--- src/rtl/cdec_panel_pkg.sv ---
// Shared encodings for the DE0 teaching CPU front panel: switch modes,
// write targets and the sequencer state set.
package cdec_panel_pkg;

    localparam logic [1:0] MODE_PROG = 2'b00;
    localparam logic [1:0] MODE_STEP = 2'b01;
    localparam logic [1:0] MODE_RUN  = 2'b10;
    localparam logic [1:0] MODE_STOP = 2'b11;

    localparam logic [1:0] SEL_A   = 2'b00;
    localparam logic [1:0] SEL_B   = 2'b01;
    localparam logic [1:0] SEL_PC  = 2'b10;
    localparam logic [1:0] SEL_MEM = 2'b11;

    typedef enum logic [1:0] {
        ST_IDLE      = 2'b00,
        ST_PROG_WAIT = 2'b01,
        ST_RUN       = 2'b10,
        ST_HALTED    = 2'b11
    } panel_state_t;

    function automatic logic [7:0] sat_inc(input logic [7:0] value);
        return (value == 8'hFF) ? value : value + 8'd1;
    endfunction

endpackage

--- src/rtl/button_debouncer.sv ---
// Synchronises one raw active-low push button and emits a single-cycle
// press pulse once the level has been stably low for DEBOUNCE_CYCLES.
module button_debouncer #(
    parameter int DEBOUNCE_CYCLES = 4
) (
    input  logic clock,
    input  logic reset_N,
    input  logic btn_N,
    output logic press
);

    localparam int CW = $clog2(DEBOUNCE_CYCLES + 1);
    localparam logic [CW-1:0] LAST = CW'(DEBOUNCE_CYCLES - 1);

    logic          sync_meta;
    logic          sync_level;
    logic          armed;
    logic [CW-1:0] count;

    // While armed we count low cycles towards a press; once fired we count
    // high cycles before re-arming, so a held button yields a single pulse.
    always_ff @(posedge clock or negedge reset_N) begin
        if (!reset_N) begin
            sync_meta  <= 1'b1;
            sync_level <= 1'b1;
            armed      <= 1'b1;
            count      <= '0;
            press      <= 1'b0;
        end else begin
            sync_meta  <= btn_N;
            sync_level <= sync_meta;
            press      <= 1'b0;
            if (sync_level == armed) begin
                count <= '0;
            end else if (count == LAST) begin
                count <= '0;
                armed <= ~armed;
                press <= armed;
            end else begin
                count <= count + 1'b1;
            end
        end
    end

endmodule

--- src/rtl/panel_sequencer.sv ---
// Front-panel sequencer: program-mode register/memory writes, single-step
// and free-running clock enables for the teaching CPU core.
module panel_sequencer
    import cdec_panel_pkg::*;
#(
    parameter int DEBOUNCE_CYCLES = 4,
    parameter int RUN_DIV         = 8,
    parameter int ADDR_W          = 4,
    parameter int DATA_W          = 8
) (
    input  logic              clock,
    input  logic              reset_N,
    input  logic              btn_step_N,
    input  logic              btn_load_N,
    input  logic [1:0]        sw_mode,
    input  logic [1:0]        sw_sel,
    input  logic [DATA_W-1:0] sw_data,
    input  logic              endseq,
    input  logic              wr_ack,
    output logic              wr_en,
    output logic [1:0]        wr_sel,
    output logic [ADDR_W-1:0] wr_addr,
    output logic [DATA_W-1:0] wr_data,
    output logic              cpu_ce,
    output logic [2:0]        state_led,
    output logic [7:0]        step_count
);

    localparam int DIV_W = $clog2(RUN_DIV);
    localparam logic [DIV_W-1:0] DIV_LAST = DIV_W'(RUN_DIV - 1);

    panel_state_t      state;
    logic [1:0]        mode_meta;
    logic [1:0]        mode_sync;
    logic [1:0]        mode_prev;
    logic [ADDR_W-1:0] addr_count;
    logic [DIV_W-1:0]  div_count;
    logic              step_pulse;
    logic              load_pulse;
    logic              enter_prog;

    button_debouncer #(.DEBOUNCE_CYCLES(DEBOUNCE_CYCLES)) u_step_db (
        .clock   (clock),
        .reset_N (reset_N),
        .btn_N   (btn_step_N),
        .press   (step_pulse)
    );

    button_debouncer #(.DEBOUNCE_CYCLES(DEBOUNCE_CYCLES)) u_load_db (
        .clock   (clock),
        .reset_N (reset_N),
        .btn_N   (btn_load_N),
        .press   (load_pulse)
    );

    assign enter_prog = (mode_sync == MODE_PROG) && (mode_prev != MODE_PROG);

    assign state_led = {state == ST_HALTED,
                        state == ST_RUN,
                        (state == ST_PROG_WAIT) ||
                        ((state == ST_IDLE) && (mode_sync == MODE_PROG))};

    // Mode sync registers reset to STOP so no mode is acted on until the
    // real switch value has crossed the synchroniser.
    always_ff @(posedge clock or negedge reset_N) begin
        if (!reset_N) begin
            state      <= ST_IDLE;
            mode_meta  <= MODE_STOP;
            mode_sync  <= MODE_STOP;
            mode_prev  <= MODE_STOP;
            addr_count <= '0;
            div_count  <= '0;
            wr_en      <= 1'b0;
            wr_sel     <= '0;
            wr_addr    <= '0;
            wr_data    <= '0;
            cpu_ce     <= 1'b0;
            step_count <= '0;
        end else begin
            mode_meta <= sw_mode;
            mode_sync <= mode_meta;
            mode_prev <= mode_sync;
            cpu_ce    <= 1'b0;

            // An in-flight write owns the address counter until it completes.
            if (enter_prog && (state != ST_PROG_WAIT)) begin
                addr_count <= '0;
            end

            case (state)
                ST_IDLE: begin
                    case (mode_sync)
                        MODE_PROG: begin
                            if (load_pulse) begin
                                wr_sel  <= sw_sel;
                                wr_data <= sw_data;
                                wr_addr <= enter_prog ? '0 : addr_count;
                                wr_en   <= 1'b1;
                                state   <= ST_PROG_WAIT;
                            end
                        end
                        MODE_STEP: begin
                            if (step_pulse) begin
                                if (endseq) begin
                                    state <= ST_HALTED;
                                end else begin
                                    cpu_ce     <= 1'b1;
                                    step_count <= sat_inc(step_count);
                                end
                            end
                        end
                        MODE_RUN: begin
                            state     <= ST_RUN;
                            div_count <= '0;
                        end
                        default: begin
                        end
                    endcase
                end
                ST_PROG_WAIT: begin
                    if (wr_ack) begin
                        wr_en <= 1'b0;
                        state <= ST_IDLE;
                        if (wr_sel == SEL_MEM) begin
                            addr_count <= addr_count + 1'b1;
                        end
                    end
                end
                ST_RUN: begin
                    if (endseq) begin
                        state     <= ST_HALTED;
                        div_count <= '0;
                    end else if (mode_sync != MODE_RUN) begin
                        state     <= ST_IDLE;
                        div_count <= '0;
                    end else if (div_count == DIV_LAST) begin
                        div_count  <= '0;
                        cpu_ce     <= 1'b1;
                        step_count <= sat_inc(step_count);
                    end else begin
                        div_count <= div_count + 1'b1;
                    end
                end
                ST_HALTED: begin
                    if (mode_sync == MODE_PROG) begin
                        state      <= ST_IDLE;
                        addr_count <= '0;
                    end
                end
                default: state <= ST_IDLE;
            endcase
        end
    end

endmodule

--- config.mk ---
export PLATFORM = sky130hd
export DESIGN_NAME = panel_sequencer
export DESIGN_NICKNAME = d
export VERILOG_FILES = /design/src/rtl/cdec_panel_pkg.sv /design/src/rtl/button_debouncer.sv /design/src/rtl/panel_sequencer.sv
export SDC_FILE = /design/constraint.sdc
export NUM_CORES = 1
export LEC_CHECK = 0
export BUFFER_PORTS_ARGS = -buffer_cell sky130_fd_sc_hd__buf_2
export CAP_MARGIN = 5
export CORE_MARGIN = 10
export CORE_UTILIZATION = 26
export CTS_BUF_LIST = sky130_fd_sc_hd__clkbuf_16
export DETAILED_ROUTE_END_ITERATION = 6
export SLEW_MARGIN = 10
export SYNTH_ARGS = -nofsm -noshare
export SYNTH_HDL_FRONTEND = slang
export SYNTH_HIERARCHICAL = 1
export SYNTH_SLANG_ARGS = --single-unit
--- constraint.sdc ---
create_clock -name clock -period 1.85 [get_ports clock]
set_clock_uncertainty 0.1 [all_clocks]
set_input_delay 0.185 -clock clock [delete_from_list [all_inputs] [get_ports clock]]
set_output_delay 0.185 -clock clock [all_outputs]
set_load 0.005 [all_outputs]
# After elaboration in Yosys (flattened, before gate mapping)
# Index checks and enable logic that the tools add are counted.
# Widths: inputs -> output; s select.
# op_classes
n_addsub,5
eq_ne,30
n_mux,47
n_bitwise,4
reduce_logical,16
# op_table
operator,n
$mux 8,7
$mux 3,8
$mux 4,5
$pmux 8 s2,1
$mux 2,7
$ne 2x1->1 const B,7
$reduce_and 7->1,2
$mux 1,13
$ne 2x2->1 const B,6
$add 3x1->3 const B,3
$ne 3x2->1 const B,3
$add 8x1->8 const B,1
$eq 2x2->1 const B,4
$eq 8x8->1 const B,1
$pmux 2 s4,1
$pmux 4 s2,1
$eq 3x2->1 const B,2
$pmux 2 s3,1
$pmux 3 s2,1
$reduce_and 2->1,3
$reduce_bool 2->1,3
$add 4x1->4 const B,1
$eq 2x1->1 const B,2
$logic_not 2->1,2
other kinds (10),17
# totals
reg_bits,53
inputBits,18
output_inout_bits,27
elab_cells,124

# Longest topological paths before layout
# Gate-level depths: netlist of the first run.
# depth
depth_word,7
mapped_depth,7
mapped_depth_nobuf,7

# Modules after synthesis
# The synthesis of the first run kept the hierarchy.
# by_module_without_submodules
mod,instances,cells_per_inst,area_each_um2,seq_area_each_um2
panel_sequencer,1,159,1755.4,983.4
button_debouncer,2,15,265.3,178.9

# Worst setup path after synthesis of the first run
# No wires, ideal clock.
# synth_timing
path_type,register to register
start,reg mode_sync[0]
end,reg step_count[1]
setup_time_ps,125
arrival_ps,1689
required_ps,1625
setup_slack_ps,-64
stages_incl_launch_ff,7
n_path_buf,0
synth_period_minus_slack_ps,1914
path_cell_list,dfstp_2 -> inv_1 -> ha_1 -> and4bb_2 -> a32oi_4 -> nor2_2 -> mux2_4
# synth_via
elab_chain_cells,3
elab_cells_between_ends,5
cone_classes,eq/ne: 4; reduce/logical: 1
# synth_rtl
element,line_no,text
start: declaration,panel_sequencer.sv:34,logic [1:0] mode_sync;
start signal: assignment,panel_sequencer.sv:81,mode_sync <= mode_meta;
$eq 2x1->1 / $ne 2x2->1 (equally long branches),"panel_sequencer.sv:92, panel_sequencer.sv:133",
$ne 2x1->1 (no source line) / $ne 2x2->1 (equally long branches),-,
$reduce_and 7->1 (no source line) (*),-,
end signal: assignment,panel_sequencer.sv:108,step_count <= sat_inc(step_count);
end signal: assignment,panel_sequencer.sv:139,step_count <= sat_inc(step_count);
end: declaration,panel_sequencer.sv:26,output logic [7:0] step_count
# Every way passes the cells marked *; elsewhere a longest branch is shown, timed or not.
# A chain may end at the register's enable or synchronous reset.

# Final worst setup path of the first run
# Same ends and word-level chain as after synthesis.

==> qor.txt, run 1 <==
area share of fa/ha/maj cells after synthesis: 0.0547
Total Wirelength: 4810 um
worst slew margin relative to its limit: 0.690
final hold violations: 0
initial antenna violation count: 0
maximum number of pins on one net before global-route repair: 22
number of cells on the worst reg-to-reg path: 6
worst hold slack across all endpoints: 0.153 ns
violated checks: setup timing
Tcrit/Tclk final: 1.04
wire length of the first global-routing pass: 8160 um
sink count of the clock tree: 53
crit-path leading delay family: flip-flops
clock buffer depth: 2
relative area change from synthesis to final layout: 38.5%
category of the critical setup timing path: reg2reg
launch point of the worst reg-to-reg path: mode_sync[0]
die span in y: 114 um
area of the multi-input gates: 947 um^2
share of the synthesized area in the top cell type: 0.449
vias in the first global route: 1686
total standard cell area after synthesis: 0.00229 mm^2
root cell of the clock tree: clkbuf_16
TritonCTS clock tree: done
Synth Instances: 189
required time at the worst-slack endpoint: 1.92 ns
fraction of layout instances using a drive strength above 1: 0.392
fin util: 0.367
Max Cap Violations: 0
DP Wirelength: 3620 um
Worst Path Max Fanout: 7
starting utilization of the core area: 0.265
worst min-delay path startpoint: wr_ack
number of flops mapped to enable cells by yosys: 0
Detailed Route Iter0 Violations: 53
number of vias after detailed routing: 1652
Layout fillers: 848
Synth Register Bits: 53
x dimension of the die: 114 um
crit start category: register
worst setup slack for register-to-register paths: -0.07 ns
worst-skew pair later-pin latency: 0.29 ns
area share of xor/xnor cells in the synthesized design: 0.0421
ANT nets after route: 0
Yosys cell types: 38
Slew @ Worst Pin: 0.465 ns
Remaining Overflow, GRT: 0
number of optimization iterations in the first detailed-route pass: 4
Worst-path clk slew: 0.07 ns
routability congestion estimate: 0.766
DR DRC count: 0
Worst path depth: 6
post-placement cell area: 0.00278 mm^2
combinational family with the most area after synthesis: simple AND/OR/NAND/NOR gates
most frequent cell after synthesis: dfrtp_1
setup violation total in the final timing report: 6
status: complete, but fails checks
clock buffer count from CTS: 5
post-route design area: 0.00317 mm^2
WL/cell: 12.6 um
final max-slew violation count: 0
reg-to-reg endpoint: step_count[1]
number of vias per cell: 4.34
Std-Cell Core Area: 0.00864 mm^2
overall die area: 0.0129 mm^2
Post-Synthesis Mean Instance Area: 12.1 um^2
hold depth: 3
count of buffers from port buffering: 44
simple-gate share of the synthesized area: 0.178
WHS Endpoint: state[0]
most area-hungry cell type in the Yosys netlist: dfrtp_1
timing-limited maximum frequency: 521 MHz
arrival time worst endpoint: 1.99 ns
critical-path cell list: inv_4 -> ha_4 -> and4bb_2 -> a32oi_4 -> nor2_4 -> mux2_4
floorplan row count: 34
Worst path slowest cell: dfstp_2
aggregate global-route resource usage: 0.0766
time the final worst path needs with I/O delays and setup: 1.92 ns
Pleak: 1.53 nW
Final Net Count: 300
proportion of register bits with asynchronous set or reset after synthesis: 1.00
final setup TNS: -0.244 ns
Largest stage delay, worst path: 0.56 ns
nature of the critical path endpoint: register
CP Buf/Inv Count: 1
register area share after synthesis: 0.587
pwr dens: 1080 mW/mm^2
top-level port count: 45
antenna fix cells: 0
top area cells in the synthesized netlist: dfrtp_1 45%, dfstp_2 14%, nand2_1 5.7%
Peak supply drop: 336 uV
proportion of synthesized area in mux cells: 0.0301
Tightest Hold Check Type: in2reg
maximum level of the CTS H-tree: 2
unrepaired setup endpoints after global routing: yes
Final WS setup: -0.0684 ns
synth cell count leaders: 41 x dfrtp_1, 35 x nand2_1, 12 x dfstp_2
synthesis warning total: 6
FF/Latch Area: 0.00134 mm^2
Synth Area in Compound Gates: 0.0898
top flip-flop cell by instance count after synthesis: dfrtp_1
Mapped Nets: 217
[sequential cells by signal, indices dropped and copies added, names as in the netlist]
| name | cells |
|---|---|
| u_step_db/sync_level | 1 |
| wr_sel | 2 |
| div_count | 3 |
| u_step_db/sync_meta | 1 |
| u_load_db/armed | 1 |
| mode_prev | 2 |
| u_load_db/press | 1 |
| cpu_ce | 1 |
| state | 2 |
| u_step_db/count | 3 |
| mode_sync | 2 |
| wr_addr | 4 |
| wr_en | 1 |
| u_step_db/armed | 1 |
| u_step_db/press | 1 |
| u_load_db/sync_meta | 1 |
| step_count | 8 |
| mode_meta | 2 |
| u_load_db/sync_level | 1 |
| u_load_db/count | 3 |
| wr_data | 8 |
| addr_count | 4 |
[metal layers]
| layer | routed length [um] | vias to the layer above | share of wire | track usage |
|---|---|---|---|---|
| met5 | 0 | - | 0 | 0 |
| met4 | 62 | 0 | 0.013 | 0.0254 |
| met3 | 228 | 7 | 0.047 | 0.0210 |
| met2 | 2490 | 30 | 0.52 | 0.127 |
| met1 | 2020 | 795 | 0.42 | 0.0938 |
| li1 | - | 820 | - | - |
[worst reg2reg max path: cells and delay by family (launching register included)]
family	cells	cell delay (ns)
compound gates	1	0.36
fa+ha+maj	1	0.15
buf+inv	1	0.05
flops	1	0.56
mux	1	0.30
simple gates	2	0.30
[cells in the final DEF (no fill, tap or decap), types with 3 or more instances in the layout]
master and instances:
a22o_1 10, buf_2 44, buf_4 20, clkbuf_16 5, dfrtp_1 41, dfstp_2 12
dlygate4sd3_1 15, ha_1 9, inv_1 5, nand2_1 35, nand3_1 4, nor2_1 10
nor3_1 4, nor3b_2 4, o21ai_0 3, xnor2_1 4, xor2_1 7
[kinds of logic (layout without fill, tap and decap cells)]
group / Yosys count / in the layout
AND/OR/NAND/NOR: 74 / 74
flip-flops: 53 / 53
AO/OA/AOI/OAI: 24 / 24
XOR/XNOR: 11 / 11
buffers and inverters: 11 / 95
adder cells (fa/ha/maj): 10 / 10
multiplexers: 6 / 6
[per-stage QoR]
step / instances / setup slack, ns / total power [W]
floorplan: 189 / -0.0137 / 0.00204
global placement: 354 / -0.0155 / 0.00235
detailed placement: 354 / -0.0958 / 0.00238
CTS: 378 / -0.0414 / 0.00345
global route: 381 / -0.143 / 0.00364
finish: 381 / -0.0684 / 0.00341
[repair_timing]
action / CTS / global route
pin swaps: 1 / 2
resized for setup: 1 / 5
setup endpoints to repair: 6 / 12
setup buffers: 1 / 3
hold endpoints to repair: 25 / 0
hold buffers: 15 / 0
gates cloned: 0 / 0
[report_power, final]
part	internal, W	leakage (nW)	switching [W]
clock network	0.000633	0.0775	0.000398
logic	0.000427	0.817	0.000402
registers	0.00139	0.638	0.000155
[cell type report]
type / count / area share
inverters: 6 / 0.00790
well taps: 108 / 0.0427
multi-input cells: 125 / 0.299
flip-flops and latches: 53 / 0.424
clock inverters: 3 / 0.0130
repair buffers: 81 / 0.174
clock buffers: 5 / 0.0395
[worst max-delay path by stage]
| stage | start | end |
|---|---|---|
| 2_1_floorplan | mode_sync[0] | step_count[1] |
| 3_3_place_gp | mode_sync[0] | step_count[1] |
| 3_5_place_dp | mode_sync[1] | step_count[6] |
| 4_1_cts | mode_sync[0] | step_count[1] |
| 5_1_grt | mode_sync[0] | step_count[1] |
| 6_report | mode_sync[0] | step_count[1] |
No activity file was read; power rests on OpenSTA's default activity.
==> inputs of run 2 (changes only) <==
Settings changed: TNS_END_PERCENT set to 20.
==> run 2 against run 1 <==
  * The flow still finishes with violations (setup timing)
  * Via count fell by 0.12%
  * Sequential share of layout area rose by 0.10 points
  * Count of clock-buffer cells in the layout did not move
  * Non-clock buffer count fell by 1
  * Fmax barely moved
  * Clock power barely moved
  * Wire length fell by 0.35%
==> qor.txt, run 2 (synthesized netlist as in run 1, its figures left out) <==
vias in the first global route: 1686
worst-skew pair later-pin latency: 0.29 ns
worst slew margin relative to its limit: 0.690
sink count of the clock tree: 53
time the final worst path needs with I/O delays and setup: 1.92 ns
relative area change from synthesis to final layout: 38.2%
Largest stage delay, worst path: 0.56 ns
Remaining Overflow, GRT: 0
most common cell after layout, fill and taps aside: buf_2
aggregate global-route resource usage: 0.0766
violated checks: setup timing
Tot Pwr: 0.00341 W
required time at the worst-slack endpoint: 1.92 ns
final setup TNS: -0.238 ns
Worst path slowest cell: dfstp_2
Final WS setup: -0.0683 ns
CP Buf/Inv Count: 1
critical-path cell list: inv_4 -> ha_4 -> and4bb_2 -> a32oi_4 -> nor2_4 -> mux2_4
final hold violations: 0
Worst-path clk slew: 0.07 ns
Tightest Hold Check Type: in2reg
top-level port count: 45
DR DRC count: 0
maximum level of the CTS H-tree: 2
setup violation total in the final timing report: 6
die span in y: 114 um
crit-path leading delay family: flip-flops
commonest cells after routing, fill and taps aside: 44 x buf_2, 41 x dfrtp_1, 35 x nand2_1
Total Wirelength: 4790 um
final max-slew violation count: 0
root cell of the clock tree: clkbuf_16
overall die area: 0.0129 mm^2
Tcrit/Tclk final: 1.04
Final Net Count: 299
category of the critical setup timing path: reg2reg
top flop regs: step_count x8, wr_data x8
nature of the critical path endpoint: register
timing-limited maximum frequency: 521 MHz
wire length of the first global-routing pass: 8160 um
status: complete, but fails checks
antenna fix cells: 0
Detailed Route Iter0 Violations: 52
floorplan row count: 34
pre-CTS setup slack: -0.0958 ns
Slew @ Worst Pin: 0.466 ns
fraction of layout instances using a drive strength above 1: 0.390
crit start category: register
clock buffer depth: 2
clock buffer count from CTS: 5
pwr dens: 1080 mW/mm^2
number of vias after detailed routing: 1650
starting utilization of the core area: 0.265
number of vias per cell: 4.34
Worst Path Max Fanout: 7
count of buffers from port buffering: 44
ANT nets after route: 0
Pleak: 1.53 nW
TritonCTS clock tree: done
number of optimization iterations in the first detailed-route pass: 4
initial antenna violation count: 0
routability congestion estimate: 0.766
maximum number of pins on one net before global-route repair: 22
x dimension of the die: 114 um
unrepaired setup endpoints after global routing: yes
Max Cap Violations: 0
WL/cell: 12.6 um
Peak supply drop: 336 uV
DP Wirelength: 3620 um
Std-Cell Core Area: 0.00864 mm^2
Layout fillers: 848
arrival time worst endpoint: 1.99 ns
run 2: cell types whose count changed in the layout (fill, tap and decap cells not counted), sizes merged:
cell	previous run	this run
buf	66	65
run 2: path summary, 6_finish.rpt:
kind,cells past startpoint,end,from,slack [ns]
worst max-delay path,6,step_count[1],mode_sync[0],-0.07
worst min-delay path,3,state[0],wr_ack,0.15
worst max register to register,6,step_count[1],mode_sync[0],-0.07
worst min register to register,0,mode_sync[1],mode_meta[1],0.26
max in group asynchronous,3,mode_prev[0],reset_N,0.70
min in group asynchronous,2,step_count[7],reset_N,0.29
run 2: cell type report:
type | count | area, um^2 | share of cell area
Timing Repair Buffer | 80 | 544 | 0.172
Clock inverter | 3 | 41.3 | 0.0131
Multi-Input combinational cell | 125 | 947 | 0.300
Inverter | 6 | 25.0 | 0.00792
Clock buffer | 5 | 125 | 0.0396
Tap cell | 108 | 135 | 0.0428
Sequential cell | 53 | 1340 | 0.425
run 2: routing by layer:
| layer | wire length (um) | part of all wire | vias to the layer above | track usage |
|---|---|---|---|---|
| met4 | 62 | 0.013 | 0 | 0.0254 |
| met3 | 228 | 0.048 | 7 | 0.0210 |
| li1 | - | - | 819 | - |
| met1 | 2010 | 0.42 | 794 | 0.0938 |
| met5 | 0 | 0 | - | 0 |
| met2 | 2490 | 0.52 | 30 | 0.127 |
run 2: what timing repair did:
item                                   CTS  global route
gates resized for setup                  1             5
setup endpoints to repair                6            12
pin swaps                                1             2
endpoints found under the hold margin   25             0
hold buffers                            15             0
buffers inserted                         1             2
run 2: per-stage QoR:
stage / util / cells / hold WS, ns / instance area [um^2]
3_5_place_dp: 0.321 / 354 / 0.0693 / 2780
5_1_grt: 0.366 / 380 / 0.166 / 3160
6_report: 0.366 / 380 / 0.153 / 3160
3_3_place_gp: 0.321 / 354 / 0.0639 / 2780
4_1_cts: 0.360 / 378 / 0.154 / 3110
2_1_floorplan: - / 189 / -0.211 / 2300
run 2: worst min-delay path, stage by stage:
cell and delay (ns):
buf_2 0.11, inv_1 0.06, a221o_1 0.14
run 2: power by group:
part	internal (W)	total (W)	switching (W)
Clock	0.000633	0.00103	0.000397
Combinational	0.000425	0.000828	0.000402
Sequential	0.00139	0.00155	0.000155
Total	0.00245	0.00341	0.000954
